`src/rtl/rv_pkg.sv`:
```
// ---------------------------------------------------------------------------
// rv_pkg
// Shared types and constants for the instruction fetch front-end.
//   RV_NOP         canonical NOP (addi x0, x0, 0) shown to decode when empty
//   fetch_entry_t  one prefetch buffer entry: {pc, instr}
//   fetch_state_e  bus-side FSM states
//   word_align     clears the byte-offset bits of an address
// ---------------------------------------------------------------------------
package rv_pkg;

  localparam logic [31:0] RV_NOP = 32'h0000_0013;

  typedef struct packed {
    logic [31:0] pc;
    logic [31:0] instr;
  } fetch_entry_t;

  typedef enum logic [1:0] {
    IDLE    = 2'd0,
    REQ     = 2'd1,
    DISCARD = 2'd2
  } fetch_state_e;

  // Instructions are word aligned; the low two bits of any target are dropped.
  function automatic logic [31:0] word_align(input logic [31:0] addr);
    return addr & 32'hFFFF_FFFC;
  endfunction

endpackage

```
`src/rtl/rv_fetch_fifo.sv`:
```
// ---------------------------------------------------------------------------
// rv_fetch_fifo
// Small prefetch buffer holding fetched {pc, instr} pairs in order.
// Ports:
//   i_clk, i_reset_n   clock, synchronous active-low reset
//   i_push             write i_push_entry at the tail
//   i_push_entry       entry to write
//   i_pop              drop the head entry
//   i_flush            empty the buffer; wins over push and pop
//   o_head             current head entry (combinational read)
//   o_count            number of valid entries, 0..DEPTH
//   o_empty, o_full    occupancy flags
// DEPTH must be a power of two so the pointers wrap naturally.
// ---------------------------------------------------------------------------
module rv_fetch_fifo
  import rv_pkg::*;
#(
  parameter int DEPTH = 2
) (
  input  logic                     i_clk,
  input  logic                     i_reset_n,
  input  logic                     i_push,
  input  fetch_entry_t             i_push_entry,
  input  logic                     i_pop,
  input  logic                     i_flush,
  output fetch_entry_t             o_head,
  output logic [$clog2(DEPTH):0]   o_count,
  output logic                     o_empty,
  output logic                     o_full
);

  localparam int AW = $clog2(DEPTH);

  fetch_entry_t      entry_mem [DEPTH];
  logic [AW-1:0]     rd_ptr_reg;
  logic [AW-1:0]     rd_ptr_next;
  logic [AW-1:0]     wr_ptr_reg;
  logic [AW-1:0]     wr_ptr_next;
  logic [AW:0]       count_reg;
  logic [AW:0]       count_next;
  logic              push_eff;
  logic              pop_eff;
  logic [DEPTH-1:0]  wr_en;

  assign o_empty = (count_reg == '0);
  assign o_full  = (count_reg == (AW+1)'(DEPTH));
  assign o_count = count_reg;

  // Pop only a real entry; a push into a full buffer is allowed only when
  // the head leaves in the same cycle.
  assign pop_eff  = i_pop && !i_flush && !o_empty;
  assign push_eff = i_push && !i_flush && (!o_full || pop_eff);

  genvar gi;
  for (gi = 0; gi < DEPTH; gi++) begin : g_wr_en
    assign wr_en[gi] = push_eff && (wr_ptr_reg == AW'(gi));
  end

  // Storage is not reset: occupancy is tracked by count_reg alone.
  always_ff @(posedge i_clk) begin
    for (int i = 0; i < DEPTH; i++) begin
      if (wr_en[i]) begin
        entry_mem[i] <= i_push_entry;
      end
    end
  end

  // Head must be visible the cycle after the push, so the read is direct.
  assign o_head = entry_mem[rd_ptr_reg];

  always_comb begin
    rd_ptr_next = rd_ptr_reg;
    wr_ptr_next = wr_ptr_reg;
    count_next  = count_reg;
    if (i_flush) begin
      rd_ptr_next = '0;
      wr_ptr_next = '0;
      count_next  = '0;
    end else begin
      if (push_eff) begin
        wr_ptr_next = wr_ptr_reg + AW'(1);
      end
      if (pop_eff) begin
        rd_ptr_next = rd_ptr_reg + AW'(1);
      end
      case ({push_eff, pop_eff})
        2'b10:   count_next = count_reg + (AW+1)'(1);
        2'b01:   count_next = count_reg - (AW+1)'(1);
        default: count_next = count_reg;
      endcase
    end
  end

  always_ff @(posedge i_clk) begin
    if (!i_reset_n) begin
      rd_ptr_reg <= '0;
      wr_ptr_reg <= '0;
      count_reg  <= '0;
    end else begin
      rd_ptr_reg <= rd_ptr_next;
      wr_ptr_reg <= wr_ptr_next;
      count_reg  <= count_next;
    end
  end

endmodule

```
`src/rtl/rv_fetch_unit.sv`:
```
// ---------------------------------------------------------------------------
// rv_fetch_unit
// Instruction fetch front-end: sequential PC generation, single-outstanding
// req/ack instruction bus, prefetch buffer, stall and redirect handling.
// Ports:
//   i_clk, i_reset_n   clock, synchronous active-low reset
//   i_stall            hold the decode-facing entry
//   i_pc_sel           redirect (flush + new PC) from execute
//   i_pc_target        redirect target, low two bits ignored
//   o_bus_req          bus request, held until i_bus_ack
//   o_bus_addr         word address of the outstanding request
//   i_bus_ack          read data valid, completes the request
//   i_bus_data         instruction word
//   o_valid            buffer head valid
//   o_instr            head instruction, NOP when empty
//   o_pc, o_pc_plus4   PC of head and PC + 4 (mod 2^32)
//   o_fetch_ack        same as o_valid, for the hazard controller
// ---------------------------------------------------------------------------
module rv_fetch_unit
  import rv_pkg::*;
#(
  parameter logic [31:0] RESET_ADDR = 32'h0000_0000,
  parameter int          DEPTH      = 2
) (
  input  logic        i_clk,
  input  logic        i_reset_n,
  input  logic        i_stall,
  input  logic        i_pc_sel,
  input  logic [31:0] i_pc_target,
  output logic        o_bus_req,
  output logic [31:0] o_bus_addr,
  input  logic        i_bus_ack,
  input  logic [31:0] i_bus_data,
  output logic        o_valid,
  output logic [31:0] o_instr,
  output logic [31:0] o_pc,
  output logic [31:0] o_pc_plus4,
  output logic        o_fetch_ack
);

  localparam int CW = $clog2(DEPTH) + 1;

  localparam logic [1:0] ST_IDLE    = IDLE;
  localparam logic [1:0] ST_REQ     = REQ;
  localparam logic [1:0] ST_DISCARD = DISCARD;

  logic [1:0]    state_reg;
  logic [1:0]    state_next;
  // fetch_pc_reg: address of the next request to issue.
  // bus_addr_reg: address of the request currently on the bus.
  logic [31:0]   fetch_pc_reg;
  logic [31:0]   fetch_pc_next;
  logic [31:0]   bus_addr_reg;
  logic [31:0]   bus_addr_next;

  logic [31:0]   target_aligned;
  logic          fifo_push;
  logic          fifo_pop;
  fetch_entry_t  push_entry;
  fetch_entry_t  head_entry;
  logic [CW-1:0] fifo_count;
  logic          fifo_empty;
  logic          fifo_full;
  logic [CW:0]   count_after;
  logic          room_after;
  logic [31:0]   pc_out;

  assign target_aligned = word_align(i_pc_target);

  // Redirect beats both pop and push.
  assign fifo_pop   = !fifo_empty && !i_stall && !i_pc_sel;
  assign fifo_push  = (state_reg == ST_REQ) && i_bus_ack && !i_pc_sel;
  assign push_entry = '{pc: bus_addr_reg, instr: i_bus_data};

  // Occupancy once this cycle's push and pop have landed; decides whether the
  // next request can go out back-to-back with the ack.
  assign count_after = {1'b0, fifo_count}
                     + {{CW{1'b0}}, fifo_push}
                     - {{CW{1'b0}}, fifo_pop};
  assign room_after  = (count_after < (CW+1)'(DEPTH));

  rv_fetch_fifo #(
    .DEPTH (DEPTH)
  ) u_fifo (
    .i_clk        (i_clk),
    .i_reset_n    (i_reset_n),
    .i_push       (fifo_push),
    .i_push_entry (push_entry),
    .i_pop        (fifo_pop),
    .i_flush      (i_pc_sel),
    .o_head       (head_entry),
    .o_count      (fifo_count),
    .o_empty      (fifo_empty),
    .o_full       (fifo_full)
  );

  always_comb begin
    state_next    = state_reg;
    fetch_pc_next = fetch_pc_reg;
    bus_addr_next = bus_addr_reg;
    case (state_reg)
      ST_IDLE: begin
        if (i_pc_sel) begin
          fetch_pc_next = target_aligned;
        end else if (!fifo_full) begin
          bus_addr_next = fetch_pc_reg;
          fetch_pc_next = fetch_pc_reg + 32'd4;
          state_next    = ST_REQ;
        end
      end
      ST_REQ: begin
        if (i_pc_sel) begin
          // The in-flight word is stale. If it has already arrived it is
          // simply not pushed; otherwise wait it out in DISCARD.
          fetch_pc_next = target_aligned;
          state_next    = i_bus_ack ? ST_IDLE : ST_DISCARD;
        end else if (i_bus_ack) begin
          if (room_after) begin
            bus_addr_next = fetch_pc_reg;
            fetch_pc_next = fetch_pc_reg + 32'd4;
          end else begin
            state_next = ST_IDLE;
          end
        end
      end
      ST_DISCARD: begin
        // Bus address stays put until the stale request completes; later
        // redirects only move the restart point.
        if (i_pc_sel) begin
          fetch_pc_next = target_aligned;
        end
        if (i_bus_ack) begin
          state_next = ST_IDLE;
        end
      end
      default: begin
        state_next = ST_IDLE;
      end
    endcase
  end

  always_ff @(posedge i_clk) begin
    if (!i_reset_n) begin
      state_reg    <= ST_IDLE;
      fetch_pc_reg <= RESET_ADDR;
      bus_addr_reg <= RESET_ADDR;
    end else begin
      state_reg    <= state_next;
      fetch_pc_reg <= fetch_pc_next;
      bus_addr_reg <= bus_addr_next;
    end
  end

  // Request is gated by reset so it drops in the cycle reset is asserted
  // rather than one clock later.
  assign o_bus_req  = i_reset_n && ((state_reg == ST_REQ) || (state_reg == ST_DISCARD));
  assign o_bus_addr = bus_addr_reg;

  // With an empty buffer the PC shown is where fetching is heading.
  assign pc_out      = fifo_empty ? fetch_pc_reg : head_entry.pc;
  assign o_valid     = !fifo_empty;
  assign o_fetch_ack = !fifo_empty;
  assign o_instr     = fifo_empty ? RV_NOP : head_entry.instr;
  assign o_pc        = pc_out;
  assign o_pc_plus4  = pc_out + 32'd4;

endmodule

```
`config.mk`:
```
export PLATFORM = sky130hd
export DESIGN_NAME = rv_fetch_unit
export DESIGN_NICKNAME = d
export VERILOG_FILES = /design/src/rtl/rv_pkg.sv /design/src/rtl/rv_fetch_fifo.sv /design/src/rtl/rv_fetch_unit.sv
export SDC_FILE = /design/constraint.sdc
export NUM_CORES = 1
export LEC_CHECK = 0
export CORE_MARGIN = 3
export CORE_UTILIZATION = 55
export DETAILED_ROUTE_END_ITERATION = 10
export PLACE_DENSITY = 0.88
export SETUP_SLACK_MARGIN = 0.4
export SLEW_MARGIN = 20
export SYNTH_ARGS = -nofsm -noshare
export SYNTH_HDL_FRONTEND = slang
export SYNTH_SLANG_ARGS = --single-unit
```
`constraint.sdc`:
```
create_clock -name i_clk -period 10.9 [get_ports i_clk]
set_input_delay 1.09 -clock i_clk [delete_from_list [all_inputs] [get_ports i_clk]]
set_output_delay 1.09 -clock i_clk [all_outputs]
set_load 0.05 [all_outputs]
```
After elaboration in Yosys (flattened, before gate mapping) --
Memories as Yosys holds them, arrays and structs flattened. A register that Yosys moved wholly into a read port is not among the register bits. Index checks and enable logic that the tools add are counted.
Word-level totals: bits in writable memories 128, output and inout bits 131, memories 1, bits of input ports 69, register bits after elaboration 70, logic and storage cells 94
Memories:
- u_fifo.entry_mem | words 2, bits a word 64, rd ports 1, clocked after memory_dff 1, write ports 1, RTL line rv_fetch_fifo.sv:34 | fetch_entry_t entry_mem [DEPTH];
Cells by class: reduce and logical (&&, ||, !) cells 27, equal/unequal tests 16, order comparisons 1, multiplexer cells 33, add/subtract/negate cells 8, bitwise logic cells 2
Operators by type and width (count):
- 2-to-1 mux 32 bit | 13
- case mux 32 bit (3 select lines) | 1
- adder 32 x 3 -> 32 bit (second input constant) | 2
- 2-to-1 mux 64 bit | 1
- case mux 32 bit (2 select lines) | 1
- OR reduction 64 bit | 1
- 2-to-1 mux 2 bit | 7
- inequality test 2 bit (second input constant) | 7
- inequality test 3 bit (second input constant) | 4
- logical AND 1 bit | 11
- AND reduction 5 bit | 2
- 2-to-1 mux 1 bit | 8
- equality test 2 bit (second input constant) | 3
- case mux 2 bit (3 select lines) | 1
- AND reduction 6 bit | 1
- equality test 2 x 1 -> 1 bit (second input constant) | 2
- logical NOT 1 bit | 4
- logical NOT 2 bit | 2
- case mux 2 bit (2 select lines) | 1
- nonzero test 2 bit | 2
- adder 2 x 1 -> 3 bit | 1
- < comparator 3 x 2 -> 1 bit (second input constant) | 1
- nonzero test 3 bit | 1
- subtractor 3 x 1 -> 3 bit | 1
- other kinds (6) | 9

Depth between registers and ports, before layout --
Gate-level depths: netlist of run 1.
depth after elaboration 13, mapped depth 14, depth with buffers taken out 11

Modules after synthesis --
From an unflattened synthesis of run 1, not the netlist that was laid out.
Unflattened totals: cell total of the unflattened synthesis 843, area total of the unflattened synthesis 9587.9 um2
By module, submodules not included:
- rv_fetch_fifo | instances 1, sequential area each 3943.8 um2, area each 4869.7 um2, cells an instance 230
- rv_fetch_unit | instances 1, sequential area each 1241.2 um2, area each 4718.3 um2, cells an instance 613

Worst setup path before layout of run 1 --
No wires, ideal clock.
path kind input port to flip-flop, start input port i_pc_sel, end memory u_fifo.entry_mem[0][0] (netlist name), enable pin, path slack 6.291 ns, stages 3, arrival 4.127 ns, required time 10.418 ns, path buffers 1, setup time 0.482 ns, path through clkbuf_1 a211o_1 nor2_1
On the way: elaborated cells between the ends (all ways) 17, those cells by class mux (6); reduce/logical (11)
RTL lines:
- from (decl) | RTL line rv_fetch_unit.sv:28 | input logic i_pc_sel,
- logical NOT 1 bit *
- logical AND 1 bit | RTL line rv_fetch_unit.sv:71 | assign fifo_pop = !fifo_empty && !i_stall && !i_pc_sel;
- logical AND 1 bit (2 in series) | RTL line rv_fetch_fifo.sv:51 | assign pop_eff = i_pop && !i_flush && !o_empty;
- logical OR 1 bit | RTL line rv_fetch_fifo.sv:52 | assign push_eff = i_push && !i_flush && (!o_full || pop_eff);
- logical AND 1 bit * | RTL line rv_fetch_fifo.sv:52
- logical AND 1 bit * | RTL line rv_fetch_fifo.sv:56 | assign wr_en[gi] = push_eff && (wr_ptr_reg == AW'(gi));
- net u_fifo.wr_en[0] | RTL line rv_fetch_fifo.sv:43 | logic [DEPTH-1:0] wr_en;
- 2-to-1 mux 1 bit * | RTL line rv_fetch_fifo.sv:62 | if (wr_en[i]) begin
- 2-to-1 mux 1 bit (not written as such) * | RTL line rv_fetch_fifo.sv:63 | entry_mem[i] <= i_push_entry;
- 2-to-1 mux 1 bit (no line) *
- to (decl) | RTL line rv_fetch_fifo.sv:34
Mark *: on every way through the listed nets, which the timed path passes. The rest lies on a longest branch.

Worst setup path after layout of run 1 --
start register u_fifo.count_reg[1] (netlist: u_fifo.o_count[1]), end output port o_pc_plus4[30]
On the way: cells in the longest elaborated chain, start to end 3
RTL lines:
- from (decl) | RTL line rv_fetch_fifo.sv:39 | logic [AW:0] count_reg;
- from (signal assigned) | RTL line rv_fetch_fifo.sv:102 | count_reg <= count_next;
- logical NOT 2 bit | RTL line rv_fetch_fifo.sv:45 | assign o_empty = (count_reg == '0);
- 2-to-1 mux 32 bit | RTL line rv_fetch_unit.sv:160 | assign pc_out = fifo_empty ? fetch_pc_reg : head_entry.pc;
- adder 32 x 3 -> 32 bit | RTL line rv_fetch_unit.sv:165 | assign o_pc_plus4 = pc_out + 32'd4;
- to (decl) | RTL line rv_fetch_unit.sv:37 | output logic [31:0] o_pc_plus4,
Every way passes these cells.

==> results of run 1 <==
[area by class of cell]
cell class / instances / area, um2 / area share
clock buffers: 19 / 453 / 0.0389
clock inverters: 13 / 125 / 0.0107
inverters: 28 / 105 / 0.00902
multi-input cells: 572 / 3660 / 0.314
flip-flops and latches: 191 / 5070 / 0.435
well taps: 216 / 270 / 0.0232
repair buffers: 199 / 1970 / 0.169
[kinds of logic after synthesis]
group	after synthesis	synth area share
compound gates	152	0.108
xor+xnor	31	0.0299
fa+ha+maj	8	0.0118
buf+inv	85	0.0460
flops	191	0.557
mux	75	0.0841
other cells	1	0.000412
simple gates	300	0.163
[how the worst max path moves through the flow]
stage / start / endpoint / slack, ns / cells past startpoint
after CTS: u_fifo.o_count[1]$_SDFFE_PP0P_ / o_pc_plus4[30] / 4.96 / 8
after global placement: u_fifo.o_count[1]$_SDFFE_PP0P_ / o_pc_plus4[30] / 5.42 / 8
final: u_fifo.o_count[1]$_SDFFE_PP0P_ / o_pc_plus4[30] / 4.96 / 8
after detailed placement: u_fifo.o_count[1]$_SDFFE_PP0P_ / o_pc_plus4[30] / 5.44 / 8
after floorplan: i_pc_sel / u_fifo.entry_mem[0][0]$_DFFE_PP_ / 6.29 / 3
after global routing: u_fifo.o_count[1]$_SDFFE_PP0P_ / o_pc_plus4[30] / 4.61 / 8
[report_power, final]
group	leakage, nW	internal (W)	switching [W]	total (W)
clock	0.288	0.000333	0.000275	0.000607
sequential	1.72	0.000797	0.0000291	0.000826
combinational	1.95	0.000125	0.000254	0.000379
total	3.96	0.00125	0.000557	0.00181
[cell usage after synthesis (all sizes together) (6+ instances only)]
cell	count	area share
and4	6	0.0061
nor2	72	0.031
dfxtp	67	0.15
and3	8	0.0055
buf	23	0.020
xor2	10	0.0096
a211oi	9	0.0074
inv	28	0.012
a21oi	71	0.044
nor4	8	0.0099
edfxtp	124	0.41
nand3	24	0.013
xnor2	21	0.020
a31oi	8	0.0062
and2	7	0.0048
o21ai	27	0.015
clkbuf	34	0.014
ha	7	0.0096
nand2	107	0.044
mux2	11	0.014
nand4	13	0.013
nor3	33	0.019
mux2i	64	0.070
[through the flow]
stage | util | total power, W | hold slack (ns) | setup slack, ns
finish | 0.726 | 0.00181 | 0.481 | 4.96
global route | 0.726 | 0.00187 | 0.498 | 4.61
CTS | 0.726 | 0.00181 | 0.483 | 4.96
global placement | 0.689 | 0.00121 | 0.457 | 5.42
detailed placement | 0.690 | 0.00122 | 0.468 | 5.44
floorplan | - | 0.00108 | 0.453 | 6.29
[routing by layer]
metal,global-route usage,routed length [um],part of all wire,vias to the layer above
met5,0,0,0,-
met4,0.106,830,0.035,0
met3,0.0522,2220,0.093,65
met2,0.411,11300,0.47,436
met1,0.356,9550,0.40,3435
li1,-,-,-,3360
[worst reg2reg max path, delay by kind of cell (launching register included)]
family | cells | cell delay [ns]
buf+inv | 1 | 0.06
simple gates | 6 | 1.88
compound gates | 2 | 0.97
flops | 1 | 0.34
fa+ha+maj | 2 | 0.79
==> impl_metrics.yaml, run 1 <==
sta:
  drv_slew: 0
  relSlewSlack: 0.253
  rsz0062_at_grt: "false"
  fin_tns_setup_ns: 0
  finalCritPeriodShare: 0.545
  clock_skew_ns: 0.00919
  final-hold-violation-count: 0
  worst_pin_slew_ns: 1.12
  setup_viol: 0
  clock.fmax_mhz: 168
  fin_crit_ns: 5.94
cells_and_area:
  final_cell_mix: "191 x clkdlybuf4s50_1, 124 x edfxtp_1, 107 x nand2_1"
  largest_register_ffs: 124
  final_cells: 1238
  post-route-cell-area_mm2: 0.0117
  nNetsFinal: 1086
  layout_commonest_cell: "clkdlybuf4s50_1"
  antenna_cells: 0
  drive_gt1_frac: 0.0910
  fill_cells: 1049
  area_growth_pct: 28.1
min_path:
  hold_end: "u_fifo.entry_mem[1][38]$_DFFE_PP_"
  hold_start: "o_bus_addr[6]$_SDFFE_PN0P_"
  min-delay-path-class: "reg2reg"
  holdPathStages: 0
critical_path:
  critical_path_class: "reg2out"
  ff2ff_setup_slack_ns: 6.75
  slowest_delay_ns: 0.83
  r2r-end: "fetch_pc_reg[23]$_SDFFE_PN0P_"
  crit_path_end_kind: "primary output"
  start_kind: "flip-flop"
  path_cells: "nor2_4, inv_2, a21oi_1, ha_1, nand3_1, nor4_1, xor2_1, clkdlybuf4s50_1"
  r2r_start: "u_fifo.o_count[1]$_SDFFE_PP0P_"
  required_ns: 9.81
  crit_family: "simple AND/OR/NAND/NOR gates"
  cp.arrival_ns: 4.85
  cp_max_fo: 40
  reg2regPathDepth: 11
  critPathSlowestCell: "clkdlybuf4s50_1"
  worst-path-buf-inv: 2
placement:
  placed_area_mm2: 0.0111
  port_buffers: 191
  place_congestion: 0.910
  dp_hpwl_um: 16000
  placed_cells: 1206
power:
  p_leak_nw: 3.96
  vdd_drop_max_uv: 123
  cellPowerDensity_mw_per_mm2: 156
clocking:
  clkLatencyLatePin_ns: 0.43
  root_buffer: "clkbuf_16"
  clockBufferDepth: 2
  cts_post_setup_buffers_inserted: 0
  numClockSinks: 191
  holdBufCountCts: 0
  clk_pin_slew_worst_paths_ns: 0.07
  cts_resized: 0
  numCtsBuffers: 17
  cts_tree: "built"
  htree_levels: 4
grt:
  grt_overflow_total: 0
  grt_pass1_wl_um: 36900
  grt_pass1_vias: 6827
  grt_max_degree: 63
  grt_use_total: 0.260
  antenna_found_initial: 0
routing:
  avgRoutedWirePerCell_um: 19.3
  drtIter0Drc: 731
  wl_um: 24000
  routed_via_density: 5.89
  first_pass_iters: 6
  dr_total_vias: 7296
  drc: 0
  postRouteAntennaNets: 0
floorplan:
  die_h_um: 135
  rows: 46
  initial_utilization: 0.566
  core_mm2: 0.0161
  die_x_um: 135
  dieArea_mm2: 0.0181
  ioPinCount: 200
logic_synthesis:
  synth_area_per_cell_um2: 10.8
  async_flop_share: 0
  synth-seq-cells: 191
  syn_area_mm2: 0.00909
  yosysUniqueCellTypes: 70
  ys_seq_area_frac: 0.557
  synth_edf_count: 124
  syn_inst: 843
  ys_warn_count: 0
  synth_ff_type: "edfxtp_1"
flow_run:
  max_cap_viol_count: 0
outcome:
  status: "completed"
No activity file was read; power rests on OpenSTA's default activity.
==> inputs of run 2 (changes only) <==
--- a/config.mk
+++ b/config.mk
@@ -6,9 +6,9 @@
 export NUM_CORES = 1
 export LEC_CHECK = 0
 export CORE_MARGIN = 3
-export CORE_UTILIZATION = 55
+export CORE_UTILIZATION = 46
 export DETAILED_ROUTE_END_ITERATION = 10
-export PLACE_DENSITY = 0.88
+export PLACE_DENSITY = 0.79
 export SETUP_SLACK_MARGIN = 0.4
 export SLEW_MARGIN = 20
 export SYNTH_ARGS = -nofsm -noshare
==> constraint.sdc (replaced) <==
create_clock -name i_clk -period 5.03 [get_ports i_clk]
set_input_delay 0.503 -clock i_clk [delete_from_list [all_inputs] [get_ports i_clk]]
set_output_delay 0.503 -clock i_clk [all_outputs]
set_load 0.05 [all_outputs]
==> impl_metrics.yaml, run 2 (synthesis results as in run 1) <==
sta:
  relSlewSlack: 0.421
  setup_viol: 0
  fin_tns_setup_ns: 0
  clock_skew_ns: 0.00951
  worst_pin_slew_ns: 0.866
  hold_slack_ns: 0.481
  layout_setup_ws_ns: 0.767
  fin_crit_ns: 4.26
  drv_slew: 0
  final-hold-violation-count: 0
  finalCritPeriodShare: 0.848
  rsz0062_at_grt: "false"
  clock.fmax_mhz: 235
routing:
  dr_total_vias: 7109
  first_pass_iters: 6
  avgRoutedWirePerCell_um: 18.5
  postRouteAntennaNets: 0
  drc: 0
  drtIter0Drc: 556
  wl_um: 23900
  routed_via_density: 5.51
grt:
  grt_use_total: 0.218
  grt_overflow_total: 0
  grt_pass1_vias: 6634
  grt_pass1_wl_um: 36900
  antenna_found_initial: 0
  grt_max_degree: 50
cells_and_area:
  antenna_cells: 0
  multiInputGateArea_mm2: 0.00366
  largest_register_ffs: 124
  final_cell_mix: "175 x clkdlybuf4s50_1, 124 x edfxtp_1, 107 x nand2_1"
  drive_gt1_frac: 0.113
  layout_commonest_cell: "clkdlybuf4s50_1"
  seq_area_mm2: 0.00507
  area_growth_pct: 28.8
  fill_cells: 1520
  nNetsFinal: 1095
  final_cells: 1291
placement:
  dp_hpwl_um: 16800
  place_congestion: 0.829
  placed_cells: 1259
  port_buffers: 191
  dp_slack_ns: 0.940
clocking:
  clkLatencyLatePin_ns: 0.43
  clockBufferDepth: 2
  clk_pin_slew_worst_paths_ns: 0.07
  numCtsBuffers: 17
  htree_levels: 4
  numClockSinks: 191
  cts_resized: 0
  cts_post_setup_buffers_inserted: 0
  holdBufCountCts: 0
  root_buffer: "clkbuf_16"
  cts_tree: "built"
floorplan:
  initial_utilization: 0.477
  core_mm2: 0.0191
  dieArea_mm2: 0.0215
  die_h_um: 147
  rows: 50
  die_x_um: 147
  ioPinCount: 200
power:
  p_int_w: 0.00265
  p_leak_nw: 4.02
  power.switching_w: 0.00122
  pwr-share-seq: 0.462
  p_total_w: 0.00387
  combPwrFrac: 0.212
  sw_frac_of_total: 0.315
  clockPowerShare: 0.326
  vdd_drop_max_uv: 250
  cellPowerDensity_mw_per_mm2: 330
flow_run:
  max_cap_viol_count: 0
critical_path:
  critical_path_class: "reg2out"
  cp.arrival_ns: 3.76
  crit_path_end_kind: "primary output"
  start_kind: "flip-flop"
  cp_max_fo: 25
  required_ns: 4.53
outcome:
  status: "completed"
min_path:
  min-delay-path-class: "reg2reg"
## run 2: power by group through the flow
stage          clock [W]  combinational, W  sequential (W)
2_1_floorplan          0          0.000501         0.00184
3_3_place_gp           0          0.000805         0.00182
3_5_place_dp           0          0.000815         0.00182
4_1_cts          0.00128          0.000817         0.00178
5_1_grt          0.00135          0.000864         0.00179
6_report         0.00126          0.000818         0.00179
## run 2: final timing paths
| check | start | to | depth (start not counted) | slack (ns) |
|---|---|---|---|---|
| worst max-delay path | u_fifo.o_count[1]$_SDFFE_PP0P_ | o_pc_plus4[15] | 7 | 0.77 |
| worst min register to register | o_bus_addr[30]$_SDFFE_PN0P_ | u_fifo.entry_mem[0][62]$_DFFE_PP_ | 0 | 0.48 |
| worst max register to register | u_fifo.o_count[0]$_SDFFE_PP0P_ | fetch_pc_reg[27]$_SDFFE_PN0P_ | 11 | 1.34 |
| worst min-delay path | o_bus_addr[30]$_SDFFE_PN0P_ | u_fifo.entry_mem[0][62]$_DFFE_PP_ | 0 | 0.48 |
## run 2: critical path, stage by stage (launching register included)
cell and delay, ns:
dfxtp_1 0.34, nor2_4 0.25, inv_2 0.33, a21oi_1 0.47, nand4_2 0.36, nand4b_1 0.49
xnor2_1 0.25, clkdlybuf4s50_1 0.84
## run 2: layout make-up
type | count | share of cell area
Clock buffer | 17 | 0.0363
Clock inverter | 15 | 0.0108
Inverter | 28 | 0.00897
Multi-Input combinational cell | 572 | 0.313
Sequential cell | 191 | 0.433
Tap cell | 260 | 0.0278
Timing Repair Buffer | 208 | 0.171
## run 2: per-layer routing
metal | track usage | share of wire
met1 | 0.298 | 0.42
met5 | 0 | 0
met2 | 0.351 | 0.49
met3 | 0.0376 | 0.069
met4 | 0.0781 | 0.021
## run 2: per-stage QoR
| step | area [um2] | utilization |
|---|---|---|
| after detailed placement | 11200 | 0.584 |
| after floorplan | 9110 | - |
| after global placement | 11200 | 0.584 |
| final | 11700 | 0.614 |
| after CTS | 11700 | 0.613 |
| after global routing | 11700 | 0.614 |
